$ cat config.mk
export PLATFORM = sky130hd
export DESIGN_NAME = alu_op_sequencer
export DESIGN_NICKNAME = d
export VERILOG_FILES = /design/src/rtl/alu_op_pkg.sv /design/src/rtl/alu_op_onehot_decoder.sv /design/src/rtl/alu_op_sequencer.sv
export SDC_FILE = /design/constraint.sdc
export NUM_CORES = 1
export LEC_CHECK = 0
export CAP_MARGIN = 20
export CORE_MARGIN = 2
export CORE_UTILIZATION = 44
export DETAILED_ROUTE_END_ITERATION = 6
export MAX_ROUTING_LAYER = met4
export PLACE_DENSITY = 0.85
export SYNTH_ARGS = -nofsm -noshare
export SYNTH_HDL_FRONTEND = slang
export SYNTH_SLANG_ARGS = --single-unit
$ cat constraint.sdc
create_clock -name clk -period 3.8 [get_ports clk]
set_input_delay 1.14 -clock clk [delete_from_list [all_inputs] [get_ports clk]]
set_output_delay 1.14 -clock clk [all_outputs]
set_load 0.03 [all_outputs]
$ cat src/rtl/alu_op_pkg.sv
// Shared opcode constants, FSM state encoding and default latencies for the ALU op sequencer.
package alu_op_pkg;

  localparam logic [3:0] OP_ADD  = 4'd0;
  localparam logic [3:0] OP_SUB  = 4'd1;
  localparam logic [3:0] OP_AND  = 4'd2;
  localparam logic [3:0] OP_OR   = 4'd3;
  localparam logic [3:0] OP_SHR  = 4'd4;
  localparam logic [3:0] OP_SHRA = 4'd5;
  localparam logic [3:0] OP_SHL  = 4'd6;
  localparam logic [3:0] OP_ROR  = 4'd7;
  localparam logic [3:0] OP_ROL  = 4'd8;
  localparam logic [3:0] OP_MUL  = 4'd9;
  localparam logic [3:0] OP_DIV  = 4'd10;
  localparam logic [3:0] OP_NEG  = 4'd11;
  localparam logic [3:0] OP_NOT  = 4'd12;

  localparam int OP_COUNT    = 13;
  localparam int DEF_MUL_LAT = 4;
  localparam int DEF_DIV_LAT = 32;

  typedef enum logic [1:0] {
    ST_IDLE = 2'd0,
    ST_EXEC = 2'd1,
    ST_DONE = 2'd2
  } state_t;

endpackage

$ cat src/rtl/alu_op_onehot_decoder.sv
// Combinational opcode to one-hot select decoder; illegal opcodes decode to all-zero with legal=0.
module alu_op_onehot_decoder #(
  parameter int SIG_COUNT = 13
) (
  input  logic [3:0]           opcode,
  output logic [SIG_COUNT-1:0] onehot,
  output logic                 legal
);

  always_comb begin
    // NOTE: every output gets a default first so no path through this block can infer a latch.
    onehot = '0;
    legal  = (int'(opcode) < SIG_COUNT);
    if (legal) onehot = SIG_COUNT'(1) << opcode;
  end

endmodule

$ cat src/rtl/alu_op_sequencer.sv
// Sequences one ALU op: drives a registered one-hot select for the op latency, then captures the result.
// Optional SEQ_FLAGS_EN adds captured z_zero / z_neg result flags.
module alu_op_sequencer
  import alu_op_pkg::*;
#(
  parameter int BITS      = 32,
  parameter int SIG_COUNT = OP_COUNT,
  parameter int MUL_LAT   = DEF_MUL_LAT,
  parameter int DIV_LAT   = DEF_DIV_LAT
) (
  input  logic                 clk,
  input  logic                 clr,
  input  logic                 op_valid,
  output logic                 op_ready,
  input  logic [3:0]           opcode,
  output logic [SIG_COUNT-1:0] ctrl_signal,
  input  logic [2*BITS-1:0]    sel_result,
  output logic [BITS-1:0]      z_hi,
  output logic [BITS-1:0]      z_lo,
  output logic                 done,
  output logic                 op_err
`ifdef SEQ_FLAGS_EN
  ,
  output logic                 z_zero,
  output logic                 z_neg
`endif
);

  localparam int MAX_LAT = (MUL_LAT > DIV_LAT) ? MUL_LAT : DIV_LAT;
  localparam int CNT_W   = (MAX_LAT > 1) ? $clog2(MAX_LAT) : 1;

  state_t                 state, state_next;
  logic [CNT_W-1:0]       cnt, cnt_load;
  logic [SIG_COUNT-1:0]   dec_onehot;
  logic                   dec_legal;
  logic                   accept;

  alu_op_onehot_decoder #(.SIG_COUNT(SIG_COUNT)) u_dec (
    .opcode (opcode),
    .onehot (dec_onehot),
    .legal  (dec_legal)
  );

  assign accept = op_valid && op_ready;

  // Counter preload: cycles the select stays held, minus one.
  always_comb begin
    cnt_load = '0;
    if (opcode == OP_MUL)      cnt_load = CNT_W'(MUL_LAT - 1);
    else if (opcode == OP_DIV) cnt_load = CNT_W'(DIV_LAT - 1);
  end

  always_comb begin
    state_next = state;
    op_ready   = 1'b0;
    done       = 1'b0;
    case (state)
      ST_IDLE: begin
        op_ready = 1'b1;
        if (op_valid && dec_legal) state_next = ST_EXEC;
      end
      ST_EXEC: if (cnt == '0) state_next = ST_DONE;
      ST_DONE: begin
        done       = 1'b1;
        state_next = ST_IDLE;
      end
      default: state_next = ST_IDLE;
    endcase
  end

  // NOTE: sequential state uses non-blocking assignments so every flop samples pre-edge values.
  always_ff @(posedge clk) begin
    if (clr) begin
      state       <= ST_IDLE;
      cnt         <= '0;
      ctrl_signal <= '0;
      z_hi        <= '0;
      z_lo        <= '0;
      op_err      <= 1'b0;
`ifdef SEQ_FLAGS_EN
      z_zero      <= 1'b0;
      z_neg       <= 1'b0;
`endif
    end else begin
      state  <= state_next;
      op_err <= accept && !dec_legal;
      case (state)
        ST_IDLE: begin
          if (accept && dec_legal) begin
            ctrl_signal <= dec_onehot;
            cnt         <= cnt_load;
          end
        end
        ST_EXEC: begin
          if (cnt == '0) begin
            ctrl_signal  <= '0;
            {z_hi, z_lo} <= sel_result;
`ifdef SEQ_FLAGS_EN
            z_zero       <= (sel_result == '0);
            z_neg        <= sel_result[BITS-1];
`endif
          end else begin
            cnt <= cnt - 1'b1;
          end
        end
        default: ctrl_signal <= '0;
      endcase
    end
  end

  always_ff @(posedge clk) begin
    if (!clr) assert ($onehot0(ctrl_signal));
  end

endmodule

### Word-level counts from Yosys, hierarchy flattened

Cells that the tools add are included.

* word-level logic and storage cells: 43
* output and inout port bits: 80
* flip-flop bits (word level): 85
* input port bits: 71

* magnitude comparators: 1
* reduce and logical (&&, ||, !) cells: 12
* mux-type cells: 14
* shift operators: 1
* add/subtract/negate cells: 1
* equal/unequal tests: 8

Operators by type and width (number)
* $mux W13: 3
* $pmux W13 S2: 1
* $mux W5: 4
* $shl A1 B4 Y13 const A: 1
* $pmux W5 S2: 1
* $eq A4 B4 Y1 const B: 2
* $ne A2 B2 Y1 const B: 4
* $reduce_and A2 Y1: 3
* $logic_not A5 Y1: 1
* $sub A5 B1 Y5 const B: 1
* $logic_and A1 B1 Y1: 4
* $lt A4 B4 Y1 const B: 1
* $mux W2: 2
* $pmux W2 S2: 1
* $reduce_and A3 Y1: 1
* $eq A2 B1 Y1 const B: 1
* $eq A2 B2 Y1 const B: 1
* $logic_not A2 Y1: 1
* $mux W1: 2
* $reduce_bool A2 Y1: 1
* $logic_not A1 Y1: 1

### Depth between registers and ports, before layout

Gate-level depths: netlist of run 1.

* depth in word-level cells: 6
* mapped depth: 8
* gate-level depth less buffers: 6

### Cells and area by module

From an unflattened synthesis of run 1, not the netlist that was laid out.

* cells, all modules: 391
* area total of the unflattened synthesis: 3348.2 um^2

By module, submodules not included
* alu_op_sequencer: times used 1, cells an instance 373, sequential area each 1701.6 um^2, area an instance 3084.2 um^2
* alu_op_onehot_decoder: times used 1, cells an instance 18, sequential area each 0.0 um^2, area an instance 264.0 um^2

### Least setup slack after synthesis of run 1

Ideal clock, no wire load.

* path kind: input to register
* from: in opcode[0]
* to: reg ctrl_signal[10]
* slack: 1.630 ns
* data required time: 3.733 ns
* stages on the path: 6
* buffers on the path: 2
* arrival: 2.103 ns
* setup time: 0.067 ns
* path through: buf_2 -> o211ai_4 -> a221oi_2 -> buf_6 -> nand2_2 -> a21oi_2

* longest elaborated chain between the ends: 4
* elaborated cells between the ends (all ways): 8
* classes of those cells: 1 x order compare; 1 x eq/ne; 1 x shift; 3 x mux; 2 x reduce/logical

RTL lines
* from (decl): line alu_op_sequencer.sv:15 `input logic [3:0] opcode,`
* $lt A4 B4 Y1 / $shl A1 B4 Y13 (equally long branches): line alu_op_onehot_decoder.sv:13, alu_op_onehot_decoder.sv:14
* $mux W13 / $logic_and A1 B1 Y1 (equally long branches): line alu_op_onehot_decoder.sv:14, alu_op_sequencer.sv:89
* $mux W13 / $ne A2 B2 Y1 (equally long branches)
* $pmux W13 S2 / $reduce_and A2 Y1 (equally long branches)
* to (signal assigned): line alu_op_sequencer.sv:90 `ctrl_signal <= dec_onehot;`
* to (decl): line alu_op_sequencer.sv:16 `output logic [SIG_COUNT-1:0] ctrl_signal,`

Several ways; a longest one is shown, not always the timed one. The select of a mux whose other input is x is not followed.
A chain may end at the register's enable or synchronous reset.

### Worst setup path in the final report of run 1

* from: reg state[1]
* to: out done

* longest elaborated chain between the ends: 2

RTL lines
* from (decl): line alu_op_sequencer.sv:32 `state_t state, state_next;`
* from (signal assigned): line alu_op_sequencer.sv:85 `state <= state_next;`
* $eq A2 B2 Y1: line alu_op_sequencer.sv:57 `case (state)`
* $mux W1: line alu_op_sequencer.sv:57
* to (decl): line alu_op_sequencer.sv:20 `output logic done,`

Every way passes these cells.

==> metrics.csv, run 1 <==
metric,value,unit
run status,"complete, no violations",
clk slew on worst S/H paths,80,ps
routability congestion estimate,0.792,
Nets,592,
Worst-Skew Late Latency,340,ps
Synth area leader,dfxtp_1,
minimum clock period,2770,ps
Pwr Total,2.11,mW
FP Rows,31,
TNS Setup,0,ps
post-CTS setup buffers,0,
Setup crit start kind,flop,
starting density of the core,44.9,%
pwr/cell area,429,nW/um^2
pin count of the biggest net entering global routing,65,
HPWL Detailed,5890,um
CP Capture Type,primary output,
Placement Setup Slack,997,ps
area of the mapped netlist,3200,sq um
post-cts gate resize count,0,
top-area cell type share of the netlist area,53.1,%
layout cell share with drive strength beyond 1,5.90,%
total of max-cap violations,0,
Final Hold Fails,0,
Routed Antenna Nets,0,
vias per cell,4.97,
switching share of power,29.2,%
WS Path Type,reg -> out,
CP startpoint,state[1]$_SDFFE_PP0P_,
Placeable Area,7140,sq um
die area,7980,sq um
WP data arrival,1630,ps
period utilisation layout,72.8,%
P_int,1.50,mW
GRT Overall Usage,20.4,%
DRC,0,
DR vias,3099,
post-DR wirelength/cell,13.7,um
Final setup viols,0,
DRT Pass-1 Iters,4,
"Avg Cell Area, Syn",8.41,sq um
min-delay worst type,reg -> reg,
die width,89.3,um
H-Tree Depth,3,
Max-slew headroom,48.5,%
FF-to-FF End,z_lo[16]$_SDFFE_PP0P_,
io pins,151,
Root Driver,clkbuf_8,
Max Freq,362,MHz
global-route wire length before repair,12300,um
Die Height,89.3,um
RSZ-0062 raised after global routing,false,
crit path to,done,
Post-synth EDFFs,0,
Yosys cell types,33,
clock skew,7.20,ps
initial antenna violation count,0,
Finished Layout Cells,624,
vias in the first global route,2618,
Final Max Slew Viols,0,
Area Growth Syn to Fin,53.6,%
n_diodes,0,
setup ws final,1030,ps
worst reg-to-reg path cell count,7,
Syn Inst Count,381,
CP required,2660,ps
Comb pwr share,24.3,%
initial drt markers,109,
worst slew pin tran,772,ps
Reg power frac,46.3,%
total wire length,8530,um
IO buf count,150,
"commonest non-fill, non-tap cell in the layout",clkdlybuf4s50_1,
P_sw,0.617,mW
placed insts,607,
power share of the clock group,29.4,%
Syn Nets,453,
"Hold-fix buffers, CTS",0,
CTS tree,built,
"Warnings, synthesis",0,
FF-to-FF setup slack,1800,ps
"Primary FF master, synth",dfxtp_1,
Layout fillers,590,
synthesis-stage register bit count,85,
P_leak,1.70,nW
worst r2r src,cnt[0]$_SDFFE_PP0P_,
"critical path fanouts, max",7,
Clock Sinks,85,
CTS Buffer Depth,2,
maximum vdd ir drop,0.000203,V
"commonest non-fill, non-tap cells in the layout","clkdlybuf4s50_1 (149), nand2_1 (129), dfxtp_1 (85)",
number of buffers created by CTS,9,
"Seq/Total Area, Yosys",53.1,%
Area contributors post-synth,"dfxtp_1 (53%), nand2_1 (15%), a21oi_1 (11%)",
Overflow after GRT,0,
"Async S/R FF share, synth",0,%
## worst max-delay path, cell delays in order (launching register included)
cell,delay (ps)
dfxtp_1,450
nor2b_1,160
clkdlybuf4s50_1,680
## Yosys cell counts (2+ instances only)
cell type / instances
clkbuf_1: 10
nor2b_1: 2
buf_6: 8
and2b_1: 3
inv_1: 2
nor3b_1: 4
a211oi_1: 3
o21ai_0: 5
buf_2: 7
a21oi_1: 68
nor3_1: 4
and2_1: 2
nand2b_1: 2
dfxtp_1: 85
a32oi_1: 3
a22oi_1: 8
nor2_1: 20
nand2_1: 130
## how the worst min path moves through the flow
stage | depth (start not counted) | startpoint | endpoint | slack (ps)
6_report | 2 | z_lo[28]$_SDFFE_PP0P_ | z_lo[28]$_SDFFE_PP0P_ | 450
5_1_grt | 2 | z_hi[14]$_SDFFE_PP0P_ | z_hi[14]$_SDFFE_PP0P_ | 470
4_1_cts | 2 | z_lo[28]$_SDFFE_PP0P_ | z_lo[28]$_SDFFE_PP0P_ | 460
3_5_place_dp | 2 | z_hi[7]$_SDFFE_PP0P_ | z_hi[7]$_SDFFE_PP0P_ | 450
3_3_place_gp | 2 | z_lo[0]$_SDFFE_PP0P_ | z_lo[0]$_SDFFE_PP0P_ | 440
2_1_floorplan | 2 | cnt[1]$_SDFFE_PP0P_ | cnt[1]$_SDFFE_PP0P_ | 450
## layer usage
metal  track usage, %  routed length (um)  vias up
met5                -                   0        -
met4             8.96                 145        0
met3             6.83                 782       10
met2             31.7                3980      123
met1             24.1                3620     1433
li1                 -                   -     1533
## stage by stage
stage | area, sq um | util [%] | hold WS (ps)
floorplan | 3200 | - | 454
global placement | 4690 | 65.7 | 441
detailed placement | 4710 | 66.0 | 447
CTS | 4900 | 68.7 | 456
global route | 4920 | 69.0 | 473
finish | 4920 | 69.0 | 453
## sequential cells by signal, summed over array words and instances, names as in the netlist
signal and cells:
cnt 5, ctrl_signal 13, op_err 1, state 2, z_hi 32, z_lo 32
## cell type report
cell class / instances / area (sq um) / area share, %
clock inverter: 4 / 47.5 / 0.966
clock buffer: 12 / 145 / 2.95
timing repair buffer: 154 / 1560 / 31.8
sequential: 85 / 1700 / 34.6
inverter: 2 / 7.51 / 0.153
multi-input combinational: 268 / 1330 / 27.1
tap: 99 / 124 / 2.52
## power groups by stage
stage / clock network, mW / registers [mW] / logic [mW]
after floorplan: 0 / 1.10 / 0.208
after global placement: 0 / 0.996 / 0.495
after detailed placement: 0 / 1.00 / 0.508
after CTS: 0.645 / 0.979 / 0.512
after global routing: 0.681 / 0.985 / 0.548
final: 0.622 / 0.978 / 0.513
## kinds of logic after synthesis
kind of cell    share of synthesized area, %
fa+ha+maj                              0.390
buf+inv                                 5.47
flops                                   53.1
simple gates                            23.8
xor+xnor                               0.273
compound gates                          16.9
No activity file was read; power rests on OpenSTA's default activity.
==> inputs of run 2 (changes only) <==
Settings changed: CORE_UTILIZATION 44 to 37, PLACE_DENSITY 0.85 to 0.76.
Clock period 3.8 ns to 2.47 ns, I/O delays scaled along.
==> metrics.csv, run 2 (synthesis results as in run 1) <==
metric,value,unit,change
worst slew pin tran,435,ps,-337 ps
pin count of the biggest net entering global routing,86,,+32%
GRT Overall Usage,18.3,%,-2.2 points
layout cell share with drive strength beyond 1,6.99,%,+1.1 points
placed cell area,4770,sq um,+1.3%
n_diodes,0,,unchanged
P_leak,1.72,nW,+0.85%
H-Tree Depth,3,,unchanged
clock skew,12.9,ps,+5.65 ps
run status,"complete, no violations",,
Post-Layout Inst Area,4940,sq um,+0.41%
FP Rows,33,,+6.5%
starting density of the core,38.6,%,-6.3 points
vias in the first global route,2902,,+11%
"commonest non-fill, non-tap cell in the layout",clkdlybuf4s50_1,,
Worst-Skew Late Latency,350,ps,about the same
TNS Setup,0,ps,unchanged
clk slew on worst S/H paths,80,ps,about the same
io pins,151,,unchanged
CP Capture Type,primary output,,
min-delay worst type,reg -> reg,,
Layout fillers,719,,+22%
DR top layer,met4,,
Finished Layout Cells,634,,+1.6%
IO buf count,150,,unchanged
DR vias,3057,,-1.4%
initial antenna violation count,0,,unchanged
Clock Sinks,85,,unchanged
number of buffers created by CTS,9,,unchanged
Overflow after GRT,0,,unchanged
Final setup viols,0,,unchanged
Met1 Wirelength,3900,um,+7.7%
"Hold-fix buffers, CTS",0,,unchanged
Nets,598,,+1.0%
"critical path fanouts, max",7,,unchanged
DRT Pass-1 Iters,4,,unchanged
routability congestion estimate,0.820,,+3.6%
hold wc startpoint,z_hi[23]$_SDFFE_PP0P_,,
Root Driver,clkbuf_8,,
global-route wire length before repair,13800,um,+12%
Final Max Slew Viols,0,,unchanged
Max-slew headroom,70.9,%,+22 points
WL met2,3870,um,-2.8%
Die Height,97.1,um,+8.6%
placed insts,620,,+2.1%
die width,97.1,um,+8.6%
Final Hold Fails,0,,unchanged
HPWL Detailed,5890,um,about the same
total wire length,8500,um,-0.39%
maximum vdd ir drop,0.000308,V,+52%
top flop regs,"z_hi (32), z_lo (32), ctrl_signal (13)",,
die area,9420,sq um,+18%
Cells on Worst Hold Path,2,,unchanged
WL met3,542,um,-31%
period utilisation layout,96.8,%,
Routed Antenna Nets,0,,unchanged
post-cts gate resize count,0,,unchanged
minimum clock period,2390,ps,
CP startpoint,state[1]$_SDFFE_PP0P_,,
Pwr Total,3.18,mW,+51%
CTS tree,built,,
RSZ-0062 raised after global routing,false,,
WS Path Type,reg -> out,,
Setup crit start kind,flop,,
post-DR wirelength/cell,13.4,um,-2.0%
WP data arrival,1650,ps,+20 ps
CP required,1730,ps,-930 ps
Max Freq,418,MHz,
worst r2r src,cnt[0]$_SDFFE_PP0P_,,
pwr/cell area,644,nW/um^2,+50%
total of max-cap violations,0,,unchanged
initial drt markers,70,,-36%
worst reg-to-reg path cell count,7,,unchanged
DRC,0,,unchanged
"commonest non-fill, non-tap cells in the layout","clkdlybuf4s50_1 (149), nand2_1 (129), dfxtp_1 (85)",,
CTS Buffer Depth,2,,unchanged
Area Growth Syn to Fin,54.2,%,
Placeable Area,8300,sq um,+16%
vias per cell,4.82,,-2.9%
post-CTS setup buffers,0,,unchanged
==> run 2: cell count changes in the layout (fill, tap and decap cells not counted) <==
cell and change:
clkbuf_8 +1, clkinv_2 -1, clkbuf_1 -2, bufinv_16 -1
buf_12 -1, inv_6 +1, buf_4 +7
==> run 2: per-stage QoR <==
| step | utilization (%) | worst slack [ps] | hold WS, ps |
|---|---|---|---|
| after CTS | 59.5 | 69.6 | 457 |
| after global placement | 57.5 | 107 | 441 |
| after global routing | 59.5 | 32.7 | 478 |
| after floorplan | - | 699 | 454 |
| final | 59.5 | 79.9 | 456 |
| after detailed placement | 57.5 | 62.2 | 446 |
==> run 2: cell type report <==
type / instances / area [sq um] / share of cell area, %
clock buffers: 11 / 151 / 3.06
multi-input cells: 268 / 1330 / 26.9
clock inverters: 3 / 21.3 / 0.430
flip-flops and latches: 85 / 1700 / 34.4
inverters: 2 / 7.51 / 0.152
repair buffers: 160 / 1600 / 32.3
well taps: 105 / 131 / 2.66
==> run 2: final timing paths <==
path | end | slack, ps
worst min register to register | z_hi[23]$_SDFFE_PP0P_ | 460
worst max-delay path | done | 80
worst max register to register | z_hi[27]$_SDFFE_PP0P_ | 630
worst min-delay path | z_hi[23]$_SDFFE_PP0P_ | 460
==> run 2: metal layers <==
metal	up-vias	track usage (%)
met2	114	28.2
met4	0	8.02
met1	1381	22.4
met5	-	-
met3	18	5.18
li1	1544	-
==> run 2: critical path: stages (launching register included) <==
cell and delay [ps]:
dfxtp_1 440, nor2b_1 160, clkdlybuf4s50_1 700
==> run 2: power by group <==
group	switching, mW	leakage, nW	total [mW]	internal [mW]
registers	0.0481	0.690	1.51	1.46
logic	0.442	0.940	0.799	0.357
clock network	0.469	0.0877	0.880	0.411
total	0.959	1.72	3.18	2.23
